===== config.mk =====
export PLATFORM = sky130hd
export DESIGN_NAME = pipeline_ctrl
export DESIGN_NICKNAME = d
export VERILOG_FILES = /design/src/rtl/pipe_ctrl_defs_pkg.sv /design/src/rtl/pipeline_ctrl_sat_counter.sv /design/src/rtl/pipeline_ctrl.sv
export SDC_FILE = /design/constraint.sdc
export NUM_CORES = 1
export LEC_CHECK = 0
export CAP_MARGIN = 20
export CORE_ASPECT_RATIO = 2
export CORE_UTILIZATION = 40
export DETAILED_ROUTE_END_ITERATION = 8
export PLACE_DENSITY = 0.68
export RECOVER_POWER = 50
export SKIP_CTS_REPAIR_TIMING = 1
export SLEW_MARGIN = 20
export SYNTH_ARGS = -nofsm -noshare
export SYNTH_HDL_FRONTEND = slang
export SYNTH_SLANG_ARGS = --single-unit

===== constraint.sdc =====
create_clock -name clk -period 5.4 [get_ports clk]
set_clock_uncertainty 0.05 [all_clocks]
set_input_delay 1.62 -clock clk [delete_from_list [all_inputs] [get_ports clk]]
set_output_delay 1.62 -clock clk [all_outputs]
set_load 0.02 [all_outputs]

===== src/rtl/pipe_ctrl_defs_pkg.sv =====
// Shared definitions for the pipeline stall/flush sequencer: state encoding,
// the packed per-stage control bus and the RUN-rule control decode.
package pipe_ctrl_defs;

    localparam logic [1:0] ST_INIT     = 2'd0;
    localparam logic [1:0] ST_RUN      = 2'd1;
    localparam logic [1:0] ST_MEM_WAIT = 2'd2;
    localparam logic [1:0] ST_HALT     = 2'd3;

    // MSB-first bit ordering of the control bus
    typedef struct packed {
        logic pc_en;
        logic if_id_en;
        logic if_id_flush;
        logic id_ex_en;
        logic id_ex_flush;
        logic ex_mem_en;
        logic mem_wb_en;
    } ctrl_t;

    localparam ctrl_t CTRL_FREEZE = 7'b000_0000;
    localparam ctrl_t CTRL_FLUSH  = 7'b001_0100;
    localparam ctrl_t CTRL_ADV    = 7'b110_1011;
    localparam ctrl_t CTRL_BRANCH = 7'b111_1111;
    localparam ctrl_t CTRL_BUBBLE = 7'b000_0111;

    // Branch outranks load-use: the dependent instruction is being flushed anyway.
    function automatic ctrl_t run_ctrl(input logic branch, input logic load_use);
        if (branch)
            return CTRL_BRANCH;
        else if (load_use)
            return CTRL_BUBBLE;
        else
            return CTRL_ADV;
    endfunction

endpackage


===== src/rtl/pipeline_ctrl_sat_counter.sv =====
// Saturating up-counter with synchronous active-low reset.
module sat_counter #(
    parameter int W = 16
) (
    input  logic         clk,
    input  logic         rst_n,
    input  logic         inc,
    output logic [W-1:0] count
);

    logic [W-1:0] count_q;

    always_ff @(posedge clk) begin
        if (!rst_n)
            count_q <= '0;
        else if (inc && !(&count_q))
            count_q <= count_q + 1'b1;
    end

    assign count = count_q;

endmodule


===== src/rtl/pipeline_ctrl.sv =====
// Central stall/flush sequencer for the 5-stage pipeline: merges load-use,
// branch, memory-wait and halt requests into per-stage enable/flush controls.
module pipeline_ctrl
    import pipe_ctrl_defs::*;
#(
    parameter int RESET_HOLD  = 4,
    parameter int MEM_TIMEOUT = 16,
    parameter int CNT_W       = 16
) (
    input  logic             clk,
    input  logic             rst_n,
    input  logic             load_use,
    input  logic             branch_taken,
    input  logic             mem_req,
    input  logic             mem_ready,
    input  logic             halt_req,
    input  logic             resume,
    output logic             pc_en,
    output logic             if_id_en,
    output logic             if_id_flush,
    output logic             id_ex_en,
    output logic             id_ex_flush,
    output logic             ex_mem_en,
    output logic             mem_wb_en,
    output logic             halted,
    output logic             mem_err,
    output logic             mem_err_sticky,
    output logic [CNT_W-1:0] stall_cnt,
    output logic [CNT_W-1:0] flush_cnt
);

    localparam logic [7:0] HOLD_LAST = 8'(RESET_HOLD - 1);
    // The entering RUN cycle already counts as a wait cycle, so the forced
    // release lands on stalled cycle MEM_TIMEOUT.
    localparam logic [7:0] WAIT_LAST = 8'(MEM_TIMEOUT - 1);

    logic [1:0] state_q, state_d;
    logic [7:0] hold_q, hold_d;
    logic [7:0] wait_q, wait_d;
    logic       halted_q, mem_err_q, sticky_q;
    logic       advance, timeout;
    ctrl_t      ctrl;

    always_comb begin
        state_d = state_q;
        hold_d  = hold_q;
        wait_d  = wait_q;
        advance = 1'b0;
        timeout = 1'b0;
        ctrl    = CTRL_FREEZE;
        case (state_q)
            ST_INIT: begin
                ctrl   = CTRL_FLUSH;
                hold_d = hold_q + 8'd1;
                if (hold_q >= HOLD_LAST)
                    state_d = ST_RUN;
            end
            ST_RUN: begin
                if (mem_req && !mem_ready) begin
                    wait_d  = 8'd1;
                    state_d = ST_MEM_WAIT;
                end else begin
                    advance = 1'b1;
                    if (halt_req)
                        state_d = ST_HALT;
                end
            end
            ST_MEM_WAIT: begin
                wait_d  = wait_q + 8'd1;
                timeout = !mem_ready && (wait_q >= WAIT_LAST);
                if (mem_ready || timeout) begin
                    advance = 1'b1;
                    state_d = ST_RUN;
                end
            end
            default: begin
                if (resume)
                    state_d = ST_RUN;
            end
        endcase
        if (advance)
            ctrl = run_ctrl(branch_taken, load_use);
        if (!rst_n)
            ctrl = CTRL_FLUSH;
    end

    always_ff @(posedge clk) begin
        if (!rst_n) begin
            state_q   <= ST_INIT;
            hold_q    <= '0;
            wait_q    <= '0;
            halted_q  <= 1'b0;
            mem_err_q <= 1'b0;
            sticky_q  <= 1'b0;
        end else begin
            state_q   <= state_d;
            hold_q    <= hold_d;
            wait_q    <= wait_d;
            halted_q  <= (state_d == ST_HALT);
            mem_err_q <= timeout;
            sticky_q  <= sticky_q | timeout;
        end
    end

    logic stall_inc, flush_inc;
    assign stall_inc = ((state_q == ST_RUN) || (state_q == ST_MEM_WAIT)) && !ctrl.pc_en;
    assign flush_inc = advance && branch_taken;

    sat_counter #(.W(CNT_W)) u_stall_cnt (
        .clk   (clk),
        .rst_n (rst_n),
        .inc   (stall_inc),
        .count (stall_cnt)
    );

    sat_counter #(.W(CNT_W)) u_flush_cnt (
        .clk   (clk),
        .rst_n (rst_n),
        .inc   (flush_inc),
        .count (flush_cnt)
    );

    assign pc_en          = ctrl.pc_en;
    assign if_id_en       = ctrl.if_id_en;
    assign if_id_flush    = ctrl.if_id_flush;
    assign id_ex_en       = ctrl.id_ex_en;
    assign id_ex_flush    = ctrl.id_ex_flush;
    assign ex_mem_en      = ctrl.ex_mem_en;
    assign mem_wb_en      = ctrl.mem_wb_en;
    assign halted         = halted_q;
    assign mem_err        = mem_err_q;
    assign mem_err_sticky = sticky_q;

endmodule


==> results of run 1 <==
## worst paths after layout
check | from | to
worst min register to register | mem_err_sticky$_SDFF_PN0_ | mem_err_sticky$_SDFF_PN0_
worst max-delay path | rst_n | mem_wb_en
worst min-delay path | mem_err_sticky$_SDFF_PN0_ | mem_err_sticky$_SDFF_PN0_
worst max register to register | state_q[0]$_SDFF_PN0_ | u_stall_cnt.count[12]$_SDFFE_PN0P_
## critical path, delay by kind of cell
family                 cells  cell delay [ns]
buffers and inverters      4             1.70
and+or+nand+nor            1             0.16
## metrics by stage
| step | utilization (%) | instance area, sq um | power (mW) | std cells | hold slack, ns |
|---|---|---|---|---|---|
| final | 51.5 | 3600 | 1.19 | 472 | 0.405 |
| after global routing | 51.5 | 3600 | 1.27 | 472 | 0.453 |
| after floorplan | - | 2920 | 0.783 | 338 | 0.405 |
| after global placement | 49.4 | 3460 | 0.851 | 464 | 0.391 |
| after detailed placement | 49.4 | 3460 | 0.862 | 464 | 0.400 |
| after CTS | 51.7 | 3610 | 1.20 | 472 | 0.415 |
## metal layers
layer	wire length (microns)	vias up	track usage, %
li1	-	1336	-
met1	2650	1273	19.4
met2	3700	42	36.4
met3	151	12	2.97
met4	165	0	9.30
met5	0	-	0
## cell usage after synthesis, drive strengths merged, types with 2 or more instances
master	n
a21o	2
a21oi	26
a221oi	2
and2	2
and3	7
and4	3
buf	9
clkbuf	10
dfxtp	53
ha	8
inv	8
mux2i	11
nand2	35
nand2b	15
nand3	17
nand4	5
nor2	23
nor2b	3
nor3	6
nor4	10
nor4b	2
o211a	2
o211ai	2
o21a	2
o21ai	11
o31ai	15
or3	4
or3b	2
or4	19
xnor2	5
xor2	5
## state kept, by name, summed over array words and instances, names as in the netlist
| register | flops |
|---|---|
| u_flush_cnt.count | 16 |
| mem_err_sticky | 1 |
| mem_err | 1 |
| hold_q | 8 |
| state_q | 2 |
| halted | 1 |
| wait_q | 8 |
| u_stall_cnt.count | 16 |
## area by class of cell
cell class | count | area [sq um]
Clock buffer | 7 | 153
Fill cell | 708 | 3390
Timing Repair Buffer | 55 | 524
Inverter | 8 | 30.0
Clock inverter | 1 | 5.00
Tap cell | 90 | 113
Sequential cell | 53 | 1060
Multi-Input combinational cell | 258 | 1720
## power groups by stage
stage	Sequential (mW)	Clock, mW	Combinational (mW)
2_1_floorplan	0.454	0	0.330
3_3_place_gp	0.452	0	0.399
3_5_place_dp	0.453	0	0.409
4_1_cts	0.445	0.343	0.411
5_1_grt	0.450	0.363	0.457
6_report	0.446	0.338	0.411
## kinds of logic (layout without fill, tap and decap cells)
kind of cell,count (synthesis),in the layout
xor gates and xnor gates,10,10
DFF,53,53
adders and majority gates,8,8
muxes,11,11
buffers and inverters,27,71
AOI/OAI and AO/OA,72,72
and+or+nand+nor,157,157
==> impl_metrics.csv, run 1 <==
group,metric,value,unit
run_status,outcome,"finished with violations",
run_status,violations_in_the_final_reports,"capacitance limit, slew limit",
grt,number_of_antenna_violations_at_the_first_check_in_global_routing,0,
logic_synthesis,synth_warnings,0,
power,ir_drop,0.229,mV
worst_setup_path,crit_chain,"dlygate4sd3_1 > clkbuf_1 > inv_1 > nor2_1 > clkdlybuf4s50_1",
clock_tree,clk_sink_count,53,
sta,final.min_clock_period,5.16,ns
routing,wl,6670,microns
power,leakage,1.28,nW
routing,detail_route.wl_per_cell,14.1,microns
sta,hold_viol_final,0,
sta,timing_worst_slew_pin_value,1.58,ns
power,share_clk_of_total_power,28.3,%
final_layout,post_route_cells_drive_above_1_share,7.33,%
routing,detail_route.drc_violations,0,
die,ioPinCount,50,
logic_synthesis,synth_top_family_by_area,"simple AND/OR/NAND/NOR gates",
routing,postRouteAntennaNets,0,
worst_setup_path,r2r_cells,8,
worst_setup_path,timing.critical_path.arrival,3.49,ns
sta,slew-limit-headroom,-5.17,%
die,floorplan.core_area,6990,sq um
sta,final_min_period_over_clock_period,95.6,%
worst_setup_path,critPathLaunchType,"primary input",
logic_synthesis,synth_flop_cell,"sky130_fd_sc_hd__dfxtp_1",
sta,max_clock_freq,0.194,GHz
die,die_height,123,microns
worst_setup_path,cp_slowest_cell,"sky130_fd_sc_hd__clkdlybuf4s50_1",
die,floorplan.initialDensity,41.7,%
placement,dp.final_hpwl,4820,microns
sta,maxSlewViolCount,32,
clock_tree,cts_buffer_depth,2,
logic_synthesis,postSynthRegisterBits,53,
logic_synthesis,synth-xor-area-share,3.00,%
grt,grt-ovfl-total,0,
logic_synthesis,post_synthesis_simple_gate_area_fraction,31.5,%
worst_setup_path,classification_of_the_worst_setup_path,"in -> out",
die,die_w,62.4,microns
clock_tree,tritoncts,"done",
sta,rsz0062_at_grt,"no",
logic_synthesis,synth_compound_area_share,17.2,%
logic_synthesis,mappedNetlistNets,354,
power,netSwitchingPower,429,uW
logic_synthesis,top_cell_type_s_share_of_synthesized_area,36.4,%
routing,drt_iter0_drc,111,
power,p_sw_share,35.9,%
clock_tree,ctsRootBufferMaster,"sky130_fd_sc_hd__clkbuf_16",
final_layout,antenna_cells,0,
power,power_frac_comb,34.4,%
grt,grt_use_total,18.9,%
logic_synthesis,synthesis.area,2920,sq um
routing,routed-via-count,2663,
placement,portBuffers,49,
power,power.density,332,nW/um^2
worst_setup_path,critPathRequiredTime,3.73,ns
grt,grt_pass1_vias,2518,
worst_setup_path,worst-path-max-fanout,12,
logic_synthesis,synth_enable_flop_cells,0,
grt,largest_net_degree_at_the_start_of_global_routing,32,
logic_synthesis,synth-adder-area-share,3.43,%
die,rows,43,
final_layout,num-nets-final,397,
logic_synthesis,synthArstFlopShare,0,%
worst_hold_path,min-delay-path-class,"reg -> reg",
flow_run,maxCapViolCount,1,
worst_setup_path,worst-r2r-setup-slack,2.93,ns
worst_setup_path,timing.critical_path.slowest_cell_delay,0.62,ns
logic_synthesis,sequential_cell_area_fraction_in_the_yosys_report,36.4,%
clock_tree,htree_levels,2,
logic_synthesis,post_synth.cell_area_avg,8.63,sq um
logic_synthesis,post_synth_mux_area_share,3.78,%
final_layout,final_cell_mix,"sky130_fd_sc_hd__dfxtp_1, sky130_fd_sc_hd__nand2_1, sky130_fd_sc_hd__dlygate4sd3_1",
routing,detail_route.vias_per_cell,5.64,
clock_tree,worstSkewPairLatency,0.29,ns
clock_tree,num_cts_buffers,5,
logic_synthesis,synth_largest_area_cell,"sky130_fd_sc_hd__dfxtp_1",
worst_hold_path,timing.hold.worst_path_depth,1,
sta,fin_ws,0.238,ns
sta,report.final.setup_viol,0,
logic_synthesis,synth_top_cells_by_area,"sky130_fd_sc_hd__dfxtp_1, sky130_fd_sc_hd__or4_1, sky130_fd_sc_hd__nand2_1, sky130_fd_sc_hd__a21oi_1, sky130_fd_sc_hd__o31ai_1",
placement,pre_cts_slack,0.271,ns
final_layout,syn_to_final_growth,23.6,%
clock_tree,clkTransAtPathRegs,0.06,ns
power,internal_power,766,uW
sta,tns,0,ns
grt,global_route_wire_length_before_repair,11500,microns
die,design.die.area,7650,sq um
worst_setup_path,end_kind,"output pin",
logic_synthesis,netlist_instances,338,
logic_synthesis,yosys.cell_types.count,58,
routing,drt_pass1_iterations,4,
final_layout,final_common_cell,"sky130_fd_sc_hd__dfxtp_1",
power,sequential_cell_fraction_of_total_power,37.3,%
placement,gp_congestion,0.749,
No activity file was read; power rests on OpenSTA's default activity.
==> run 2: changes to the inputs <==
Settings changed: MAX_ROUTING_LAYER set to met4.
==> run 2 against run 1 <==
The flow still finishes with violations (capacitance limit, slew limit). Sequential share of layout area is the same. Final cell count stayed put. Clock power barely moved. First-iteration DRC count up 12%.
==> impl_metrics.csv, run 2 (synthesized netlist as in run 1, its figures left out) <==
group,metric,value,unit
die,die_height,123,microns
worst_setup_path,critPathLaunchType,"primary input",
final_layout,final_common_cell,"sky130_fd_sc_hd__dfxtp_1",
power,ir_drop,0.229,mV
placement,dp.final_hpwl,4820,microns
final_layout,post_route_cells_drive_above_1_share,7.33,%
run_status,violations_in_the_final_reports,"capacitance limit, slew limit",
sta,timing_worst_slew_pin_value,1.57,ns
run_status,outcome,"finished with violations",
flow_run,maxCapViolCount,1,
sta,maxSlewViolCount,32,
routing,m1WireLength,2640,microns
routing,dr_wl_met3,159,microns
final_layout,final-seq-area,1060,sq um
routing,detail_route.drc_violations,0,
final_layout,final_cell_mix,"sky130_fd_sc_hd__dfxtp_1, sky130_fd_sc_hd__nand2_1, sky130_fd_sc_hd__dlygate4sd3_1",
worst_setup_path,critPathRequiredTime,3.73,ns
worst_setup_path,worst-path-max-fanout,12,
power,leakage,1.28,nW
die,ioPinCount,50,
clock_tree,cts_buffer_depth,2,
final_layout,multiInputGateArea,1720,sq um
sta,slew-limit-headroom,-4.94,%
die,design.die.area,7650,sq um
grt,grt_pass1_vias,2513,
worst_setup_path,end_kind,"output pin",
placement,gp_congestion,0.759,
power,totalPowerFinal,1.19,mW
final_layout,antenna_cells,0,
sta,final.min_clock_period,5.16,ns
die,floorplan.core_area,6990,sq um
clock_tree,clk_sink_count,53,
power,power.density,332,nW/um^2
grt,global_route_wire_length_before_repair,11500,microns
grt,largest_net_degree_at_the_start_of_global_routing,32,
sta,max_clock_freq,0.194,GHz
worst_setup_path,cp_slowest_cell,"sky130_fd_sc_hd__clkdlybuf4s50_1",
die,floorplan.initialDensity,41.7,%
worst_setup_path,crit_chain,"dlygate4sd3_1 > clkbuf_1 > inv_1 > nor2_1 > clkdlybuf4s50_1",
sta,hold_viol_final,0,
clock_tree,num_cts_buffers,5,
placement,portBuffers,49,
routing,detail_route.wl_per_cell,14.1,microns
clock_tree,tritoncts,"done",
clock_tree,htree_levels,2,
final_layout,fill_cell_count,708,
clock_tree,clkTransAtPathRegs,0.06,ns
placement,pre_cts_slack,0.271,ns
routing,wl,6670,microns
sta,rsz0062_at_grt,"no",
routing,drt_pass1_iterations,4,
routing,detail_route.vias_per_cell,5.65,
worst_hold_path,min-delay-path-class,"reg -> reg",
routing,routed-wl-met2,3710,microns
worst_setup_path,timing.critical_path.arrival,3.49,ns
die,die_w,62.4,microns
final_layout,num-nets-final,397,
sta,report.final.setup_viol,0,
sta,final_min_period_over_clock_period,95.5,%
grt,grt_use_total,19.5,%
die,rows,43,
worst_setup_path,timing.critical_path.slowest_cell_delay,0.62,ns
sta,tns,0,ns
clock_tree,ctsRootBufferMaster,"sky130_fd_sc_hd__clkbuf_16",
grt,grt-ovfl-total,0,
clock_tree,worstSkewPairLatency,0.29,ns
routing,top_signal_layer_used,"met4",
final_layout,syn_to_final_growth,23.6,%
routing,postRouteAntennaNets,0,
routing,drt_iter0_drc,124,
sta,fin_ws,0.242,ns
routing,routed-via-count,2668,
grt,number_of_antenna_violations_at_the_first_check_in_global_routing,0,
worst_setup_path,classification_of_the_worst_setup_path,"in -> out",
==> run 2: stage by stage <==
step	area (sq um)	util, %	cells	hold WS [ns]
final	3600	51.5	472	0.405
after global routing	3600	51.5	472	0.453
after CTS	3610	51.7	472	0.415
after detailed placement	3460	49.4	464	0.400
after global placement	3460	49.4	464	0.391
after floorplan	2920	-	338	0.405
==> run 2: layer usage <==
metal  track usage [%]  vias up
met5                 -        -
met1              19.5     1278
li1                  -     1333
met4              9.30        0
met2              36.4       44
met3              2.97       13
==> run 2: cell type report <==
cell class	instances	share of cell area, %
clock buffer	7	4.24
clock inverter	1	0.139
inverter	8	0.834
multi-input combinational	258	47.7
sequential	53	29.5
tap	90	3.13
timing repair buffer	55	14.6
==> run 2: path summary, 6_finish.rpt <==
check / start / endpoint / slack [ns] / cells past startpoint
worst max-delay path: rst_n / mem_wb_en / 0.24 / 5
worst min-delay path: mem_err_sticky$_SDFF_PN0_ / mem_err_sticky$_SDFF_PN0_ / 0.41 / 1
worst max register to register: state_q[0]$_SDFF_PN0_ / u_stall_cnt.count[12]$_SDFFE_PN0P_ / 2.92 / 8
worst min register to register: mem_err_sticky$_SDFF_PN0_ / mem_err_sticky$_SDFF_PN0_ / 0.41 / 1
==> run 2: report_power, final <==
part           internal (mW)  switching, mW
Combinational          0.154          0.257
Sequential             0.415         0.0306
Clock                  0.197          0.141
==> run 2: worst max-delay path, delay by kind of cell <==
kind          cells  cell delay (ns)
buf+inv           4             1.70
simple gates      1             0.16
